===== src/rtl/gray_stream_feeder_pkg.sv =====
// Purpose : shared types and constants for the gray stream feeder.
// Latency : n/a (package only).
// Backpressure: n/a; the stream it describes is free-running.
// Contents: frame FSM state enum, BT.601-style luma weights, default raster size.
package gray_stream_feeder_pkg;

    typedef enum logic [1:0] {
        S_IDLE   = 2'd0,
        S_ARM    = 2'd1,
        S_STREAM = 2'd2
    } state_e;

    // Luma weights; they sum to 256 so the weighted sum never overflows IN_WIDTH+8 bits.
    localparam int unsigned LUMA_CR = 77;
    localparam int unsigned LUMA_CG = 150;
    localparam int unsigned LUMA_CB = 29;

    // Raster size including blanking, chosen by the same mode macro as the rest of the
    // pipeline. 640x480p60 is also the fallback until another mode is wired up.
`ifdef VGA_640x480p60
    localparam int unsigned DEF_H_LIMIT = 800;
    localparam int unsigned DEF_V_LIMIT = 525;
`else
    localparam int unsigned DEF_H_LIMIT = 800;
    localparam int unsigned DEF_V_LIMIT = 525;
`endif

endpackage


===== src/rtl/gray_stream_feeder_rgb2luma.sv =====
// Purpose : weighted RGB -> luma, top DATA_SIZE bits of (77R+150G+29B)>>8.
// Latency : 2 clocks (products, then sum slice), valid sideband travels alongside.
// Backpressure: none; accepts a pixel every clock.
// Ports: i_clk/i_rst (sync, active-high), i_vld + i_r/i_g/i_b in, o_vld + o_luma out.
module rgb2luma
    import gray_stream_feeder_pkg::*;
#(
    parameter int IN_WIDTH  = 10,
    parameter int DATA_SIZE = 4
) (
    input  logic                 i_clk,
    input  logic                 i_rst,
    input  logic                 i_vld,
    input  logic [IN_WIDTH-1:0]  i_r,
    input  logic [IN_WIDTH-1:0]  i_g,
    input  logic [IN_WIDTH-1:0]  i_b,
    output logic                 o_vld,
    output logic [DATA_SIZE-1:0] o_luma
);

    localparam int SW = IN_WIDTH + 8;
    localparam logic [SW-1:0] CR = SW'(LUMA_CR);
    localparam logic [SW-1:0] CG = SW'(LUMA_CG);
    localparam logic [SW-1:0] CB = SW'(LUMA_CB);

    logic [SW-1:0]        prod_r_d, prod_g_d, prod_b_d;
    logic [SW-1:0]        prod_r_q, prod_g_q, prod_b_q;
    logic                 vld_s1_q;
    logic [SW-1:0]        sum_d;
    logic [DATA_SIZE-1:0] luma_q;
    logic                 vld_s2_q;

    always_comb begin
        prod_r_d = SW'(i_r) * CR;
        prod_g_d = SW'(i_g) * CG;
        prod_b_d = SW'(i_b) * CB;
        sum_d    = prod_r_q + prod_g_q + prod_b_q;
    end

    always_ff @(posedge i_clk) begin
        if (i_rst) begin
            prod_r_q <= '0;
            prod_g_q <= '0;
            prod_b_q <= '0;
            vld_s1_q <= 1'b0;
            luma_q   <= '0;
            vld_s2_q <= 1'b0;
        end else begin
            prod_r_q <= prod_r_d;
            prod_g_q <= prod_g_d;
            prod_b_q <= prod_b_d;
            vld_s1_q <= i_vld;
            // Truncating slice: top bits of sum>>8, no rounding.
            luma_q   <= sum_d[SW-1 -: DATA_SIZE];
            vld_s2_q <= vld_s1_q;
        end
    end

    assign o_vld  = vld_s2_q;
    assign o_luma = luma_q;

endmodule


===== src/rtl/gray_stream_feeder.sv =====
// Purpose : frame FSM + free-running raster counters feeding luma to the edge pipeline.
// Latency : 2 clocks from RGB inputs to o_data; framing outputs delayed to match.
// Backpressure: none; once streaming, exactly H_LIMIT*V_LIMIT clocks are emitted.
// Ports: i_clk, i_rst (sync active-high), i_frame_start, i_pix_valid, i_R/i_G/i_B in;
//        o_is_new_read, o_data, o_h_cnt, o_v_cnt, o_busy, o_sync_err (sticky) out.
module gray_stream_feeder
    import gray_stream_feeder_pkg::*;
#(
    parameter int H_LIMIT   = DEF_H_LIMIT,
    parameter int V_LIMIT   = DEF_V_LIMIT,
    parameter int IN_WIDTH  = 10,
    parameter int DATA_SIZE = 4
) (
    input  logic                 i_clk,
    input  logic                 i_rst,
    input  logic                 i_frame_start,
    input  logic                 i_pix_valid,
    input  logic [IN_WIDTH-1:0]  i_R,
    input  logic [IN_WIDTH-1:0]  i_G,
    input  logic [IN_WIDTH-1:0]  i_B,
    output logic                 o_is_new_read,
    output logic [DATA_SIZE-1:0] o_data,
    output logic [10:0]          o_h_cnt,
    output logic [9:0]           o_v_cnt,
    output logic                 o_busy,
    output logic                 o_sync_err
);

    localparam logic [10:0] H_LAST = 11'(H_LIMIT - 1);
    localparam logic [9:0]  V_LAST = 10'(V_LIMIT - 1);

    state_e      state_q, state_d;
    logic [10:0] h_q, h_d;
    logic [9:0]  v_q, v_d;
    logic        err_q, err_d;

    // Position of the pixel being counted this cycle (stage 0 of the pipeline).
    logic        cur_act;
    logic        cur_first;
    logic [10:0] cur_h;
    logic [9:0]  cur_v;
    logic        cur_last;

    // Framing sideband, delayed to line up with the luma pipeline.
    logic        busy_s1_q, first_s1_q;
    logic [10:0] h_s1_q;
    logic [9:0]  v_s1_q;
    logic        busy_s2_q, first_s2_q;
    logic [10:0] h_s2_q;
    logic [9:0]  v_s2_q;

    logic                 luma_vld;
    logic [DATA_SIZE-1:0] luma;

    always_comb begin
        state_d   = state_q;
        h_d       = h_q;
        v_d       = v_q;
        err_d     = err_q;
        cur_act   = 1'b0;
        cur_first = 1'b0;
        cur_h     = '0;
        cur_v     = '0;

        case (state_q)
            S_IDLE: begin
                if (i_frame_start) state_d = S_ARM;
            end
            S_ARM: begin
                // The first valid pixel is (0,0); a repeated frame start just keeps us armed.
                if (i_pix_valid) begin
                    cur_act   = 1'b1;
                    cur_first = 1'b1;
                end
            end
            S_STREAM: begin
                cur_act = 1'b1;
                cur_h   = h_q;
                cur_v   = v_q;
            end
            default: state_d = S_IDLE;
        endcase

        cur_last = (cur_h == H_LAST) && (cur_v == V_LAST);

        if (cur_act) begin
            if (cur_h == H_LAST) begin
                h_d = '0;
                v_d = (cur_v == V_LAST) ? '0 : cur_v + 10'd1;
            end else begin
                h_d = cur_h + 11'd1;
                v_d = cur_v;
            end

            if (cur_last) begin
                // A frame start on the final pixel chains straight into the next frame.
                state_d = (i_frame_start && state_q == S_STREAM) ? S_ARM : S_IDLE;
            end else begin
                state_d = S_STREAM;
                // Mid-frame frame start: keep the raster intact, just flag it.
                if (i_frame_start && state_q == S_STREAM) err_d = 1'b1;
            end
        end
    end

    always_ff @(posedge i_clk) begin
        if (i_rst) begin
            state_q    <= S_IDLE;
            h_q        <= '0;
            v_q        <= '0;
            err_q      <= 1'b0;
            busy_s1_q  <= 1'b0;
            first_s1_q <= 1'b0;
            h_s1_q     <= '0;
            v_s1_q     <= '0;
            busy_s2_q  <= 1'b0;
            first_s2_q <= 1'b0;
            h_s2_q     <= '0;
            v_s2_q     <= '0;
        end else begin
            state_q    <= state_d;
            h_q        <= h_d;
            v_q        <= v_d;
            err_q      <= err_d;
            busy_s1_q  <= cur_act;
            first_s1_q <= cur_first;
            h_s1_q     <= cur_h;
            v_s1_q     <= cur_v;
            busy_s2_q  <= busy_s1_q;
            first_s2_q <= first_s1_q;
            h_s2_q     <= h_s1_q;
            v_s2_q     <= v_s1_q;
        end
    end

    rgb2luma #(
        .IN_WIDTH  (IN_WIDTH),
        .DATA_SIZE (DATA_SIZE)
    ) u_rgb2luma (
        .i_clk  (i_clk),
        .i_rst  (i_rst),
        .i_vld  (cur_act & i_pix_valid),
        .i_r    (i_R),
        .i_g    (i_G),
        .i_b    (i_B),
        .o_vld  (luma_vld),
        .o_luma (luma)
    );

    // Blanking and idle cycles carry zero luma.
    assign o_data        = luma_vld ? luma : '0;
    assign o_is_new_read = first_s2_q;
    assign o_h_cnt       = h_s2_q;
    assign o_v_cnt       = v_s2_q;
    assign o_busy        = busy_s2_q;
    assign o_sync_err    = err_q;

endmodule


===== config.mk =====
export PLATFORM = sky130hd
export DESIGN_NAME = gray_stream_feeder
export DESIGN_NICKNAME = d
export VERILOG_FILES = /design/src/rtl/gray_stream_feeder_pkg.sv /design/src/rtl/gray_stream_feeder_rgb2luma.sv /design/src/rtl/gray_stream_feeder.sv
export SDC_FILE = /design/constraint.sdc
export NUM_CORES = 1
export LEC_CHECK = 0
export ABC_AREA = 1
export CAP_MARGIN = 40
export CORE_MARGIN = 2
export CORE_UTILIZATION = 53
export DETAILED_ROUTE_END_ITERATION = 10
export GPL_TIMING_DRIVEN = 0
export PLACE_DENSITY = 0.73
export SLEW_MARGIN = 0
export SYNTH_ARGS = -nofsm -noshare
export SYNTH_HDL_FRONTEND = slang
export SYNTH_SLANG_ARGS = --single-unit

===== constraint.sdc =====
create_clock -name i_clk -period 6.39 [get_ports i_clk]
set_clock_uncertainty 0.2 [all_clocks]
set_input_delay 0.9585 -clock i_clk [delete_from_list [all_inputs] [get_ports i_clk]]
set_output_delay 0.9585 -clock i_clk [all_outputs]
set_load 0.05 [all_outputs]

== Word level (Yosys, flattened, before mapping) ==
Index checks and enable logic that the tools add are counted.

* Bits in registers: 130
* Output and inout port bits: 28
* Word-level logic and storage cells: 57

* $add $sub $neg: 4
* Multiply operators: 3
* Equal/unequal tests: 6
* Muxes and demuxes: 13
* Bitwise logic cells: 3
* Reduce and logical (&&, ||, !) cells: 7

{| class="wikitable"
|+ Operator list
! kind !! count
|-
| $add 18x18->18 || 2
|-
| $mul 10x7->17 const B || 2
|-
| $mux 10 || 3
|-
| $mux 11 || 2
|-
| $mul 10x5->15 const B || 1
|-
| $add 11x1->11 const B || 1
|-
| $eq 11x10->1 const B || 1
|-
| $add 10x1->10 const B || 1
|-
| $eq 10x10->1 const B || 1
|-
| $mux 2 || 3
|-
| $mux 4 || 1
|-
| $pmux 2 s2 || 1
|-
| $reduce_or 2->1 || 2
|-
| $ne 3x3->1 const B || 1
|-
| $reduce_and 3->1 || 1
|-
| $eq 2x1->1 const B || 1
|-
| $eq 2x2->1 const B || 1
|-
| $logic_and 1x1->1 || 2
|-
| $logic_not 2->1 || 1
|-
| $mux 1 || 2
|-
| $ne 2x1->1 const B || 1
|-
| $not 1->1 || 2
|-
| $pmux 1 s2 || 1
|-
| $reduce_and 2->1 || 1
|-
| $and 1x1->1 || 1
|}

== Logic depth before layout (Yosys ltp) ==
* Word-level depth: 6
* Depth in mapped cells: 17
* Mapped depth without buffers: 15

== By module ==
Synthesis repeated with hierarchy kept, for this count alone.

* Cell total of the unflattened synthesis: 1150
* Area total of the unflattened synthesis: 9046.2 um^2

{| class="wikitable"
|+ By module, submodules not included
! module !! times used !! cells an instance !! area each (um^2) !! sequential area each (um^2)
|-
| rgb2luma || 1 || 759 || 6095.8 || 1101.1
|-
| gray_stream_feeder || 1 || 391 || 2950.3 || 1401.3
|}

== Worst setup path before layout ==
OpenSTA, ideal clock, no wires.

* Kind: in2reg
* Start: input i_R[5]
* End: register u_rgb2luma.prod_r_q[12]
* Setup time: 0.113 ns
* Data arrival time: 3.654 ns
* Data required time: 6.077 ns
* Slack: 2.423 ns
* Cell stages on the path: 14
* Path buffers: 0
* Path through: ha_1 ha_1 fa_1 inv_1 fa_1 inv_1 ha_1 nand2_1 o21ai_0 a21oi_1 o21bai_1 nand2_1 nand2_1 nor2_1

* Longest elaborated chain between the ends: 1

{| class="wikitable"
|+ Ends and longest elaborated chain
! element !! line !! source
|-
| from (decl) || gray_stream_feeder.sv:18 || <nowiki>input logic [IN_WIDTH-1:0] i_R,</nowiki>
|-
| $mul 10x7->17 || gray_stream_feeder_rgb2luma.sv:34 || <nowiki>prod_r_d = SW'(i_r) * CR;</nowiki>
|-
| to (signal assigned) || gray_stream_feeder_rgb2luma.sv:49 || <nowiki>prod_r_q <= prod_r_d;</nowiki>
|-
| to (decl) || gray_stream_feeder_rgb2luma.sv:27 || <nowiki>logic [SW-1:0] prod_r_q, prod_g_q, prod_b_q;</nowiki>
|}

Every way passes these cells.
A chain may end at the register's enable or synchronous reset.

== Worst setup path in the final report ==
* Start: input i_R[5]
* End: register u_rgb2luma.prod_r_q[15]

Same word-level chain as after synthesis.

==> summary.md <==
| Metric | Value |
|---|---|
| Status | `finished clean` |
| Fin Setup TNS | `0 ps` |
| FFs w/ async S/R, synth | `0%` |
| Worst setup path end | `u_rgb2luma.prod_r_q[15]$_SDFF_PP0_` |
| Most frequent cells in the layout | `206 x inv_1, 176 x nand2_1, 137 x ha_1, 125 x dfxtp_1, 121 x nor2_1` |
| Hold buffers post-CTS | `0` |
| Mean Syn Cell Area | `7.94 sq um` |
| Class of the worst hold path | `reg -> reg` |
| Worst R2R Start | `state_q[0]$_SDFFE_PP0P_` |
| Routed WL per cell | `12.8 um` |
| Delay-heaviest family, CP | `adder cells` |
| Io pins | `62` |
| Synthesis Warnings | `0` |
| Net count after synthesis | `1336` |
| Post-synth EDFFs | `0` |
| CTS sink count | `125` |
| Fillers | `1438` |
| Critical Path Fanout Max | `6` |
| Total Power | `3.42 mW` |
| Commonest non-fill, non-tap cell in the layout | `inv_1` |
| Critical Path RT | `6540 ps` |
| ANT cells | `0` |
| Mapped Cells | `1113` |
| Root Driver | `clkbuf_16` |
| GP Congestion | `0.868` |
| IO buf count | `60` |
| Final ANT Viol Nets | `0` |
| Tmin final | `4450 ps` |
| CP Cell Sequence | `clkdlybuf4s50_1 > ha_1 > ha_1 > fa_1 > inv_1 > fa_1 > inv_1 > ha_1 > a21oi_1 > o21ai_0 > a21oi_1 > o21ai_0 > nand2_1 > nand2_1 > nor2_1` |
| CP endpoint kind | `register` |
| Area growth syn-to-layout | `17.2%` |
| DP HPWL | `14.5 mm` |
| Total track usage | `22.0%` |
| Max Clk Rate | `225 MHz` |
| Nets | `1415` |
| Later-pin clock latency in the skew report | `420 ps` |
| Crit Path Category | `in -> reg` |
| Worst Reg-to-Reg Cells | `15` |
| DR pass1 iterations | `6` |
| Max VDD drop | `0.236 mV` |
| # DRC | `0` |
| Final WL | `18.3 mm` |
| Buf/Inv on CP | `3` |
| Largest net degree at the start of global routing | `17` |
| CP most frequent cell | `ha_1` |
| Synth Flop Type | `dfxtp_1` |
| Max-slew violation count | `0` |
| CTS HTree Levels | `4` |
| Via count | `7201` |
| Hold Fails Final Rpt | `0` |
| Fin crit share | `69.6%` |
| Setup violators final | `0` |
| Lkg Pwr | `5.21 nW` |
| Core footprint | `16500 sq um` |
| CP startpoint | `i_R[5]` |
| Vias in the first global route | `7068` |
| GRT overflow | `0` |
| Die area | `17700 sq um` |
| CTS tree | `built` |
| Post-synthesis sequential area ratio | `28.3%` |
| Least-Margin Pin Slew | `707 ps` |
| CTS Buffer Depth | `2` |
| Standard-cell rows | `47` |
| Power Dens Cells | `330 nW/um^2` |
| Synthesized cell area | `8840 sq um` |
| Global-route wire length before repair | `31.9 mm` |
| Reg2Reg Setup Slack | `3730 ps` |
| Multi-input gate area | `5440 sq um` |
| Starting DRC count in detailed routing | `439` |
| Via density | `5.05` |
| Setup bufs post-CTS | `0` |
| Crit start category | `primary input` |
| Initial antenna violation count | `0` |
| RSZ-0062 raised after global routing | `no` |
| Fraction of layout cells with a size suffix above 1 | `4.90%` |
| Initial Util | `53.7%` |
| Arr. time, crit path | `4600 ps` |
| Reg clk slew, reported paths | `60 ps` |
| Crit path depth | `15` |
| Max-Cap Viols | `0` |
| Chip width | `133 um` |
| Num CTS Buffers | `17` |
| FF+latch area | `2500 sq um` |
| Worst stage delay on the critical path | `610 ps` |
| Slowest CP cell | `clkdlybuf4s50_1` |
| Cell variety after synth | `41` |
| Post_cts resized | `0` |
| Worst reg2reg endpoint | `v_q[9]$_SDFFE_PP0P_` |
| Synthesized flop and latch total | `125` |
| Slew headroom | `52.9%` |
| Die height | `133 um` |
==> per-layer routing <==
layer	vias to the layer above	wire (um)	global-route usage (%)
li1	3740	-	-
met1	3313	8480	28.5
met2	122	8840	38.1
met3	26	651	3.96
met4	0	330	6.09
met5	-	0	0
==> state kept, by name, summed over array words and instances (netlist names) <==
signal / flops
busy_s1_q: 1
first_s1_q: 1
h_q: 11
h_s1_q: 11
o_busy: 1
o_h_cnt: 11
o_is_new_read: 1
o_sync_err: 1
o_v_cnt: 10
state_q: 2
u_rgb2luma.o_luma: 4
u_rgb2luma.o_vld: 1
u_rgb2luma.prod_b_q: 15
u_rgb2luma.prod_g_q: 17
u_rgb2luma.prod_r_q: 17
u_rgb2luma.vld_s1_q: 1
v_q: 10
v_s1_q: 10
==> worst min-delay path by stage <==
stage,startpoint,to,slack [ps],cells past startpoint
4_1_cts,h_s1_q[3]$_SDFF_PP0_,o_h_cnt[3]$_SDFF_PP0_,200,2
5_1_grt,h_s1_q[2]$_SDFF_PP0_,o_h_cnt[2]$_SDFF_PP0_,220,2
6_report,h_s1_q[2]$_SDFF_PP0_,o_h_cnt[2]$_SDFF_PP0_,200,2
2_1_floorplan,busy_s1_q$_SDFF_PP0_,o_busy$_SDFF_PP0_,190,2
3_3_place_gp,first_s1_q$_SDFF_PP0_,o_is_new_read$_SDFF_PP0_,190,2
3_5_place_dp,h_s1_q[3]$_SDFF_PP0_,o_h_cnt[3]$_SDFF_PP0_,190,2
==> stage by stage <==
stage          area (sq um)  setup WS (ps)  utilization [%]  instances  hold WS, ps
2_1_floorplan          8840           2420                -       1113          188
3_3_place_gp           9710           1580             59.0       1393          190
3_5_place_dp           9710           1530             59.0       1393          192
4_1_cts               10400           1970             62.9       1425          201
5_1_grt               10400           1700             62.9       1425          216
6_report              10400           1940             62.9       1425          198
==> layout make-up <==
type | instances | area share (%)
multi-input cells | 760 | 52.5
flip-flops and latches | 125 | 24.2
inverters | 207 | 7.51
repair buffers | 60 | 5.80
clock buffers | 20 | 4.41
well taps | 220 | 2.66
clock inverters | 12 | 1.78
plain buffers | 21 | 1.17
==> Yosys cell counts, types with 2 or more instances <==
master	number	share of area, %
nand3_1	49	2.8
a31oi_1	9	0.64
nor3_4	2	0.37
a21oi_1	95	5.4
a21o_1	7	0.59
nand2_1	176	7.5
buf_2	3	0.17
a211oi_1	2	0.17
nor4_1	2	0.14
o21bai_1	6	0.51
nand3b_1	2	0.17
inv_1	206	8.8
nor2_1	121	5.1
nand4_1	10	0.71
nand2_4	4	0.51
xor2_1	2	0.20
o21ai_0	53	3.0
clkbuf_1	13	0.55
nor2_2	4	0.28
nor3_1	9	0.51
o21a_1	2	0.17
ha_1	137	19
o21ai_1	3	0.17
dfxtp_1	125	28
nand3_2	2	0.23
nand2_2	3	0.21
fa_1	52	12
==> cell families (layout without fill, tap and decap cells) <==
family | count (synthesis) | after routing | synth area share (%)
AO/OA/AOI/OAI | 180 | 180 | 10.9
XOR/XNOR | 3 | 3 | 0.297
adder cells (fa/ha/maj) | 189 | 189 | 31.2
buffers and inverters | 228 | 320 | 10.2
flip-flops | 125 | 125 | 28.3
AND/OR/NAND/NOR | 388 | 388 | 19.1
==> where the power goes <==
group / leakage (nW) / internal (mW) / switching (mW)
logic: 3.88 / 0.544 / 0.878
registers: 1.02 / 0.886 / 0.0712
clock network: 0.308 / 0.677 / 0.361
==> tightest hold or removal path, stage by stage, from the launching register on <==
cell     delay [ps]
dfxtp_1         290
inv_1            40
nor2_1           30
Power figures use the tool's default switching activity.
